--- config.mk ---
export PLATFORM = sky130hd
export DESIGN_NAME = voice_mixer
export DESIGN_NICKNAME = d
export VERILOG_FILES = /design/src/rtl/voice_mixer.sv
export SDC_FILE = /design/constraint.sdc
export NUM_CORES = 1
export LEC_CHECK = 0
export BUFFER_PORTS_ARGS = -buffer_cell sky130_fd_sc_hd__clkbuf_2
export CORE_AREA = 2 2 125 127
export CTS_BUF_LIST = sky130_fd_sc_hd__clkbuf_2 sky130_fd_sc_hd__clkbuf_4 sky130_fd_sc_hd__clkbuf_8
export DETAILED_ROUTE_END_ITERATION = 10
export DIE_AREA = 0 0 127 129
export HOLD_SLACK_MARGIN = 0.03
export PLACE_DENSITY = 0.88
export SLEW_MARGIN = 15
export SYNTH_ARGS = -nofsm -noshare
export SYNTH_HDL_FRONTEND = slang
export SYNTH_SLANG_ARGS = --single-unit
--- constraint.sdc ---
create_clock -name Clk -period 5.7 [get_ports Clk]
set_input_delay 0.57 -clock Clk [delete_from_list [all_inputs] [get_ports Clk]]
set_output_delay 0.57 -clock Clk [all_outputs]
set_load 0.03 [all_outputs]
--- src/rtl/voice_mixer.sv ---
// Four-voice audio mixer: sums one sample per voice each lrclk frame, applies master
// gain (128 = unity), saturates to 16 bits and presents the result on LDATA/RDATA.
module voice_mixer #(
  parameter int NUM_VOICES = 4,
  parameter int GAIN_W     = 8
) (
  input  logic                    Clk,
  input  logic                    Reset_n,
  input  logic                    lrclk,
  input  logic signed [15:0]      voice0,
  input  logic signed [15:0]      voice1,
  input  logic signed [15:0]      voice2,
  input  logic signed [15:0]      voice3,
  input  logic [GAIN_W-1:0]       gain,
  input  logic                    mute,
  output logic signed [15:0]      LDATA,
  output logic signed [15:0]      RDATA,
  output logic                    sample_valid,
  output logic                    clip,
  output logic                    overrun,
  output logic                    busy
);

  localparam int ACC_W  = 18;
  localparam int PROD_W = ACC_W + GAIN_W + 1;
  localparam int SCL_W  = PROD_W - 7;
  localparam logic signed [SCL_W-1:0] MAX_S = SCL_W'(32767);
  localparam logic signed [SCL_W-1:0] MIN_S = -SCL_W'(32768);

  typedef enum logic [2:0] {IDLE, ACC, SCALE, SAT, OUT} state_e;

  state_e                    state_q, state_d;
  logic signed [ACC_W-1:0]   acc_q, acc_d;
  logic [1:0]                idx_q, idx_d;
  logic signed [SCL_W-1:0]   scaled_q, scaled_d;
  logic                      mute_q, mute_d;
  logic signed [15:0]        data_q, data_d;
  logic                      clip_q, clip_d;
  logic                      valid_q, valid_d;
  logic                      overrun_q, overrun_d;
  logic                      busy_q, busy_d;
  logic                      sync1_q, sync1_d;
  logic                      sync2_q, sync2_d;
  logic                      edge_q, edge_d;

  logic                      frame_start;
  logic signed [15:0]        voice_sel;
  logic signed [PROD_W-1:0]  prod;

  assign frame_start = sync2_q & ~edge_q;
  assign prod = PROD_W'(acc_q) * PROD_W'($signed({1'b0, gain}));

  always_comb begin
    case (idx_q)
      2'd0:    voice_sel = voice0;
      2'd1:    voice_sel = voice1;
      2'd2:    voice_sel = voice2;
      default: voice_sel = voice3;
    endcase
  end

  always_comb begin
    state_d   = state_q;
    acc_d     = acc_q;
    idx_d     = idx_q;
    scaled_d  = scaled_q;
    mute_d    = mute_q;
    data_d    = data_q;
    clip_d    = clip_q;
    valid_d   = 1'b0;
    overrun_d = overrun_q;
    sync1_d   = lrclk;
    sync2_d   = sync1_q;
    edge_d    = sync2_q;

    case (state_q)
      IDLE: begin
        if (frame_start) begin
          state_d = ACC;
          acc_d   = '0;
          idx_d   = '0;
        end
      end
      ACC: begin
        acc_d = acc_q + {{(ACC_W-16){voice_sel[15]}}, voice_sel};
        idx_d = idx_q + 2'd1;
        if (idx_q == 2'(NUM_VOICES - 1)) state_d = SCALE;
      end
      SCALE: begin
        // Dropping the low 7 product bits is the arithmetic shift by 7 (floor).
        scaled_d = prod[PROD_W-1:7];
        mute_d   = mute;
        state_d  = SAT;
      end
      SAT: begin
        // Output registers load here so the new sample is visible during OUT.
        valid_d = 1'b1;
        state_d = OUT;
        if (mute_q) begin
          data_d = '0;
          clip_d = 1'b0;
        end else if (scaled_q > MAX_S) begin
          data_d = 16'sh7FFF;
          clip_d = 1'b1;
        end else if (scaled_q < MIN_S) begin
          data_d = 16'sh8000;
          clip_d = 1'b1;
        end else begin
          data_d = scaled_q[15:0];
          clip_d = 1'b0;
        end
      end
      OUT:     state_d = IDLE;
      default: state_d = IDLE;
    endcase

    if (frame_start && (state_q != IDLE)) overrun_d = 1'b1;
    busy_d = (state_d != IDLE);
  end

  always_ff @(posedge Clk or negedge Reset_n) begin
    if (!Reset_n) begin
      state_q   <= IDLE;
      acc_q     <= '0;
      idx_q     <= '0;
      scaled_q  <= '0;
      mute_q    <= 1'b0;
      data_q    <= '0;
      clip_q    <= 1'b0;
      valid_q   <= 1'b0;
      overrun_q <= 1'b0;
      busy_q    <= 1'b0;
      sync1_q   <= 1'b0;
      sync2_q   <= 1'b0;
      edge_q    <= 1'b0;
    end else begin
      state_q   <= state_d;
      acc_q     <= acc_d;
      idx_q     <= idx_d;
      scaled_q  <= scaled_d;
      mute_q    <= mute_d;
      data_q    <= data_d;
      clip_q    <= clip_d;
      valid_q   <= valid_d;
      overrun_q <= overrun_d;
      busy_q    <= busy_d;
      sync1_q   <= sync1_d;
      sync2_q   <= sync2_d;
      edge_q    <= edge_d;
    end
  end

  assign LDATA        = data_q;
  assign RDATA        = data_q;
  assign sample_valid = valid_q;
  assign clip         = clip_q;
  assign overrun      = overrun_q;
  assign busy         = busy_q;

endmodule

# Yosys cells after proc, flatten, opt, wreduce, memory -nomap -nowiden
# Cells that the tools add are included.
dict set report totals {
  reg_bits 67
  wordCells 49
}
dict set report classes {
  add_sub_neg 2
  mul 1
  order_cmp 2
  n_mux 15
  eq_ne 7
  bitwise_logic 2
  n_reduce_logical 7
}
# cell count
set op_table {}
lappend op_table {{16-bit two-way mux} 3}
lappend op_table {{16-bit one-hot mux with 3 select lines} 1}
lappend op_table {{18-bit one-hot mux with 2 select lines} 1}
lappend op_table {{18-bit by 9-bit multiplier with 27-bit output} 1}
lappend op_table {{20-bit by 16-bit greater-than comparator with 1-bit output (second input constant)} 1}
lappend op_table {{20-bit by 16-bit < comparator with 1-bit output (second input constant)} 1}
lappend op_table {{18-bit adder} 1}
lappend op_table {{18-bit two-way mux} 1}
lappend op_table {{3-bit one-hot mux with 4 select lines} 1}
lappend op_table {{3-bit by 2-bit equality test with 1-bit output (second input constant)} 2}
lappend op_table {{3-bit two-way mux} 2}
lappend op_table {{3-bit nonzero test} 2}
lappend op_table {{2-bit equality test (second input constant)} 2}
lappend op_table {{1-bit two-way mux} 4}
lappend op_table {{2-bit one-hot mux with 2 select lines} 1}
lappend op_table {{3-bit by 1-bit equality test with 1-bit output (second input constant)} 1}
lappend op_table {{3-bit zero test} 1}
lappend op_table {{2-bit by 1-bit adder with 2-bit output (second input constant)} 1}
lappend op_table {{2-bit by 1-bit equality test with 1-bit output (second input constant)} 1}
lappend op_table {{2-bit zero test} 1}
lappend op_table {{2-bit two-way mux} 1}
lappend op_table {{2-bit != test (second input constant)} 1}
lappend op_table {{2-bit AND reduction} 1}
lappend op_table {{2-bit nonzero test} 1}
lappend op_table {{3 further kinds} 3}

# Longest topological paths before layout
dict set report depth {
  word_depth 5
  mapped_depth 19
}

# Least setup slack after synthesis
# OpenSTA, ideal clock, no wires.
dict set report synth_path {
  kind {input to register}
  startpoint {in gain[2]}
  endpoint {reg scaled_q[9]}
  path_buffers 2
  cell_stages 18
  arrival_time_ps 5070
  path_slack_ps 500
  cell_sequence {clkbuf_1 > clkbuf_1 > nand2_1 > fa_1 > inv_1 > fa_1 > inv_1 > fa_1 > fa_1 > inv_1 > ha_1 > o21a_1 > o211a_1 > a211o_1 > a2111oi_4 > o21ba_1 > xor2_1 > o21ai_1}
}
dict set report synth_between {
  elab_chain_cells 1
}
# item line
set synth_rtl {}
lappend synth_rtl {{start: declaration} 14} ;# input logic [GAIN_W-1:0] gain,
lappend synth_rtl {{18-bit by 9-bit multiplier with 27-bit output} 51} ;# assign prod = PROD_W'(acc_q) * PROD_W'($signed({1'b0, gain}));
lappend synth_rtl {{end signal: assignment} 140} ;# scaled_q <= scaled_d;
lappend synth_rtl {{end: declaration} 35} ;# logic signed [SCL_W-1:0] scaled_q, scaled_d;
# Every way passes these cells.
# A chain may end at the register's enable or synchronous reset.

# Worst setup path in the final report
dict set report layout_path {
  startpoint {reg acc_q[5]}
  endpoint {reg scaled_q[9]}
}
dict set report layout_between {
  elab_chain_cells 1
}
# item line
set layout_rtl {}
lappend layout_rtl {{start: declaration} 33} ;# logic signed [ACC_W-1:0] acc_q, acc_d;
lappend layout_rtl {{start signal: assignment} 124} ;# acc_q <= '0;
lappend layout_rtl {{start signal: assignment} 138} ;# acc_q <= acc_d;
lappend layout_rtl {{18-bit by 9-bit multiplier with 27-bit output} 51}
# Every way passes these cells.

==> metrics.md <==
| Metric | Value |
|---|---|
| Status | `finished clean` |
| Vias/cell | `between 5 and 6` |
| Std-Cell Rows | `45` |
| R2R depth | `16` |
| Number of global-route vias before repair | `6854` |
| # diodes | `0` |
| Area Overhead vs Synth | `7.90%` |
| DP Wirelength | `14900 um` |
| CTS resizes | `0` |
| Tmin final | `5.00 ns` |
| Worst-skew pair later-pin latency | `0.39 ns` |
| First-pass GRT wire length | `31300 um` |
| Yosys reg bits | `67` |
| Crit path max-delay cell type | `dfrtp_1` |
| Worst-Margin Slew | `0.957 ns` |
| Post-synth ARST share | `1.00` |
| Full die area | `16400 um^2` |
| # DRC | `0` |
| Cts hold-fix bufs | `0` |
| Bufs and invs on worst path | `3` |
| Initial Util | `0.595` |
| Fin. Hold Viols | `0` |
| Worst path top cell family by delay | `adder cells` |
| Setup Crit Path Kind | `reg2reg` |
| Gr busiest metal | `met2` |
| FF-to-FF setup slack | `between 0.7 and 0.8 ns` |
| CP arrival | `5.23 ns` |
| TNS Setup | `0 ns` |
| Chip Width | `between 100 and 150 um` |
| Hold_sp | `lrclk` |
| Slew HR | `0.362` |
| Post-Synthesis Net Count | `1274` |
| CP endpoint kind | `flop` |
| Netlist Area Pre-Place | `8910 um^2` |
| Commonest cells post-synth | `185 x inv_1, 147 x nand2_1, 114 x fa_1, 86 x and2_1, 71 x ha_1` |
| Worst hold path depth | `1` |
| Fmax achieved | `between 0.2 and 0.25 GHz` |
| Synth area leaders | `fa_1 26%, dfrtp_1 19%, ha_1 10%, inv_1 7.8%, nand2_1 6.2%` |
| CP startpoint kind | `flop` |
| Post-synth EDFFs | `0` |
| Clk_skew | `about 0.023 ns` |
| CTS tree | `built` |
| # IOs | `112` |
| Num CTS Buffers | `9` |
| Crit path cell chain | `nand2_1, fa_1, inv_1, fa_1, inv_1, fa_1, fa_1, inv_1, ha_1, o21a_1, o211a_1, a211o_1, a2111oi_4, o21ba_1, xor2_1, o21ai_1` |
| Routability cong. | `approximately 0.9` |
| Worst Hold End | `sync1_q$_DFF_PN0_` |
| Mapped Cells | `1013` |
| Setup-failing EPs final | `0` |
| Met3 Use GR | `0.0449` |
| GRT overflow | `0` |
| Clock Tree Buf Depth | `2` |
| Clock transition at path regs | `0.09 ns` |
| Core ar. | `15000 um^2` |
| CP most frequent cell | `fa_1` |
| Final wirelength | `between 15000 and 20000 um` |
| Tot GR Track Use | `0.239` |
| Clock sinks | `67` |
| Fin Hold WS | `0.301 ns` |
| GR Util met2 | `0.401` |
| Largest area contributor in the netlist | `fa_1` |
| Grt met1 use | `0.312` |
| HP Class | `in2reg` |
| H-tree lvl count | `3` |
| Fin. max-slew vios | `0` |
| Die Ht | `129 um` |
| Final period util | `0.877` |
| Port Buf Inserts | `about 110` |
| Post-CTS Setup Inserts | `0` |
| RSZ-0062 raised after global routing | `false` |
| Proportion of layout cells with a drive suffix above 1 | `0.130` |
| DR vias | `6904` |
| Initial antenna violation count | `0` |
| Capture point of the worst reg-to-reg path | `scaled_q[9]$_DFFE_PN0P_` |
| Post-synth top area share | `0.256` |
| Routed length per instance | `14.3 um` |
| Detail Route Antenna Nets | `0` |
| CP max stage delay | `0.57 ns` |
| Clock root cell | `clkbuf_8` |
| Synth Area per Inst | `8.80 um^2` |
| Synthesis Warnings | `0` |
| First-pass DRT Iterations | `5` |
| Setup slack at placement | `0.411 ns` |
| MaxCap Viol Count | `0` |
| Register area share after synthesis | `0.188` |
| Final Worst Setup Slack | `0.702 ns` |
| Worst EP required | `5.93 ns` |
| Yosys cell types | `63` |
| Top-count cell post-synth | `inv_1` |
| Final nets | `1342` |
| Largest net degree at the start of global routing | `68` |
| CP Max Fanout | `10` |
| R2r startpoint | `acc_q[5]$_DFFE_PN0P_` |
| Post-synth top flop | `dfrtp_1` |
| 1st-iter DRT viols | `423` |
==> worst register-to-register path, cell delays in order, from the launching register on <==
cell	delay, ns
dfrtp_1	0.57
nand2_1	0.17
fa_1	0.56
inv_1	0.06
fa_1	0.50
inv_1	0.06
fa_1	0.47
fa_1	0.55
inv_1	0.04
ha_1	0.32
o21a_1	0.13
o211a_1	0.23
a211o_1	0.37
a2111oi_4	0.39
o21ba_1	0.20
xor2_1	0.15
o21ai_1	0.07
==> how the worst max path moves through the flow <==
stage	startpoint	end	slack, ns	cells after the start
final	acc_q[5]$_DFFE_PN0P_	scaled_q[9]$_DFFE_PN0P_	0.70	16
after global routing	acc_q[17]$_DFFE_PN0P_	scaled_q[18]$_DFFE_PN0P_	0.46	16
after CTS	acc_q[5]$_DFFE_PN0P_	scaled_q[9]$_DFFE_PN0P_	0.73	16
after detailed placement	gain[1]	scaled_q[18]$_DFFE_PN0P_	0.41	17
after global placement	gain[1]	scaled_q[18]$_DFFE_PN0P_	0.53	17
after floorplan	gain[2]	scaled_q[9]$_DFFE_PN0P_	0.50	18
==> sequential cells by signal, summed over array words and instances, names as in the netlist <==
name          flops
overrun           1
acc_q            18
state_q           3
busy              1
idx_q             2
sync1_q           1
clip              1
mute_q            1
sample_valid      1
edge_d            1
edge_q            1
scaled_q         20
LDATA            16
==> layout make-up <==
type	count	area, um^2
multi-input combinational	705	6270
tap	188	235
sequential	67	1680
timing repair buffer	113	571
clock inverter	5	30.0
fill	1173	5360
clock buffer	10	138
inverter	185	694
==> metrics by stage <==
stage / area, um^2 / cells / util
6_report: 9620 / 1273 / 0.642
5_1_grt: 9620 / 1273 / 0.642
4_1_cts: 9610 / 1273 / 0.642
3_5_place_dp: 9450 / 1258 / 0.631
3_3_place_gp: 9450 / 1258 / 0.631
2_1_floorplan: 8910 / 1013 / -
==> placed cells by master (no fill, tap or decap), types with 3 or more instances in the layout <==
master / n
a31oi_1: 4
o21ai_0: 51
o21ai_1: 8
clkbuf_8: 10
mux2i_1: 17
inv_1: 185
a211o_1: 3
a222oi_1: 15
a21o_1: 9
nor2b_1: 5
clkinv_2: 3
fa_1: 114
a21oi_1: 24
xnor2_1: 14
o21bai_1: 5
o21a_1: 8
clkbuf_2: 110
o31ai_1: 10
and2_1: 86
nor2_1: 24
dfrtp_1: 67
ha_1: 71
nor4_1: 3
nand4_1: 4
nand2b_1: 3
nand2_1: 147
nor3_1: 8
xor2_1: 15
a211oi_1: 7
nand3_1: 4
and3_1: 5
nor3b_1: 3
==> kinds of logic after synthesis <==
group	share of synthesized area
AOI/OAI and AO/OA	0.131
xor gates and xnor gates	0.0285
adders and majority gates	0.356
buffers and inverters	0.109
DFF	0.188
muxes	0.0216
and+or+nand+nor	0.167
==> metal layers <==
layer / share of wire / vias to the layer above
met5: 0 / -
met4: 0.024 / 0
met3: 0.064 / 32
met2: 0.48 / 264
met1: 0.43 / 3247
li1: - / 3361
Power is left out: the tool's default activity adds up to more than one toggle a clock period on the data nets, which glitch-free logic cannot reach.
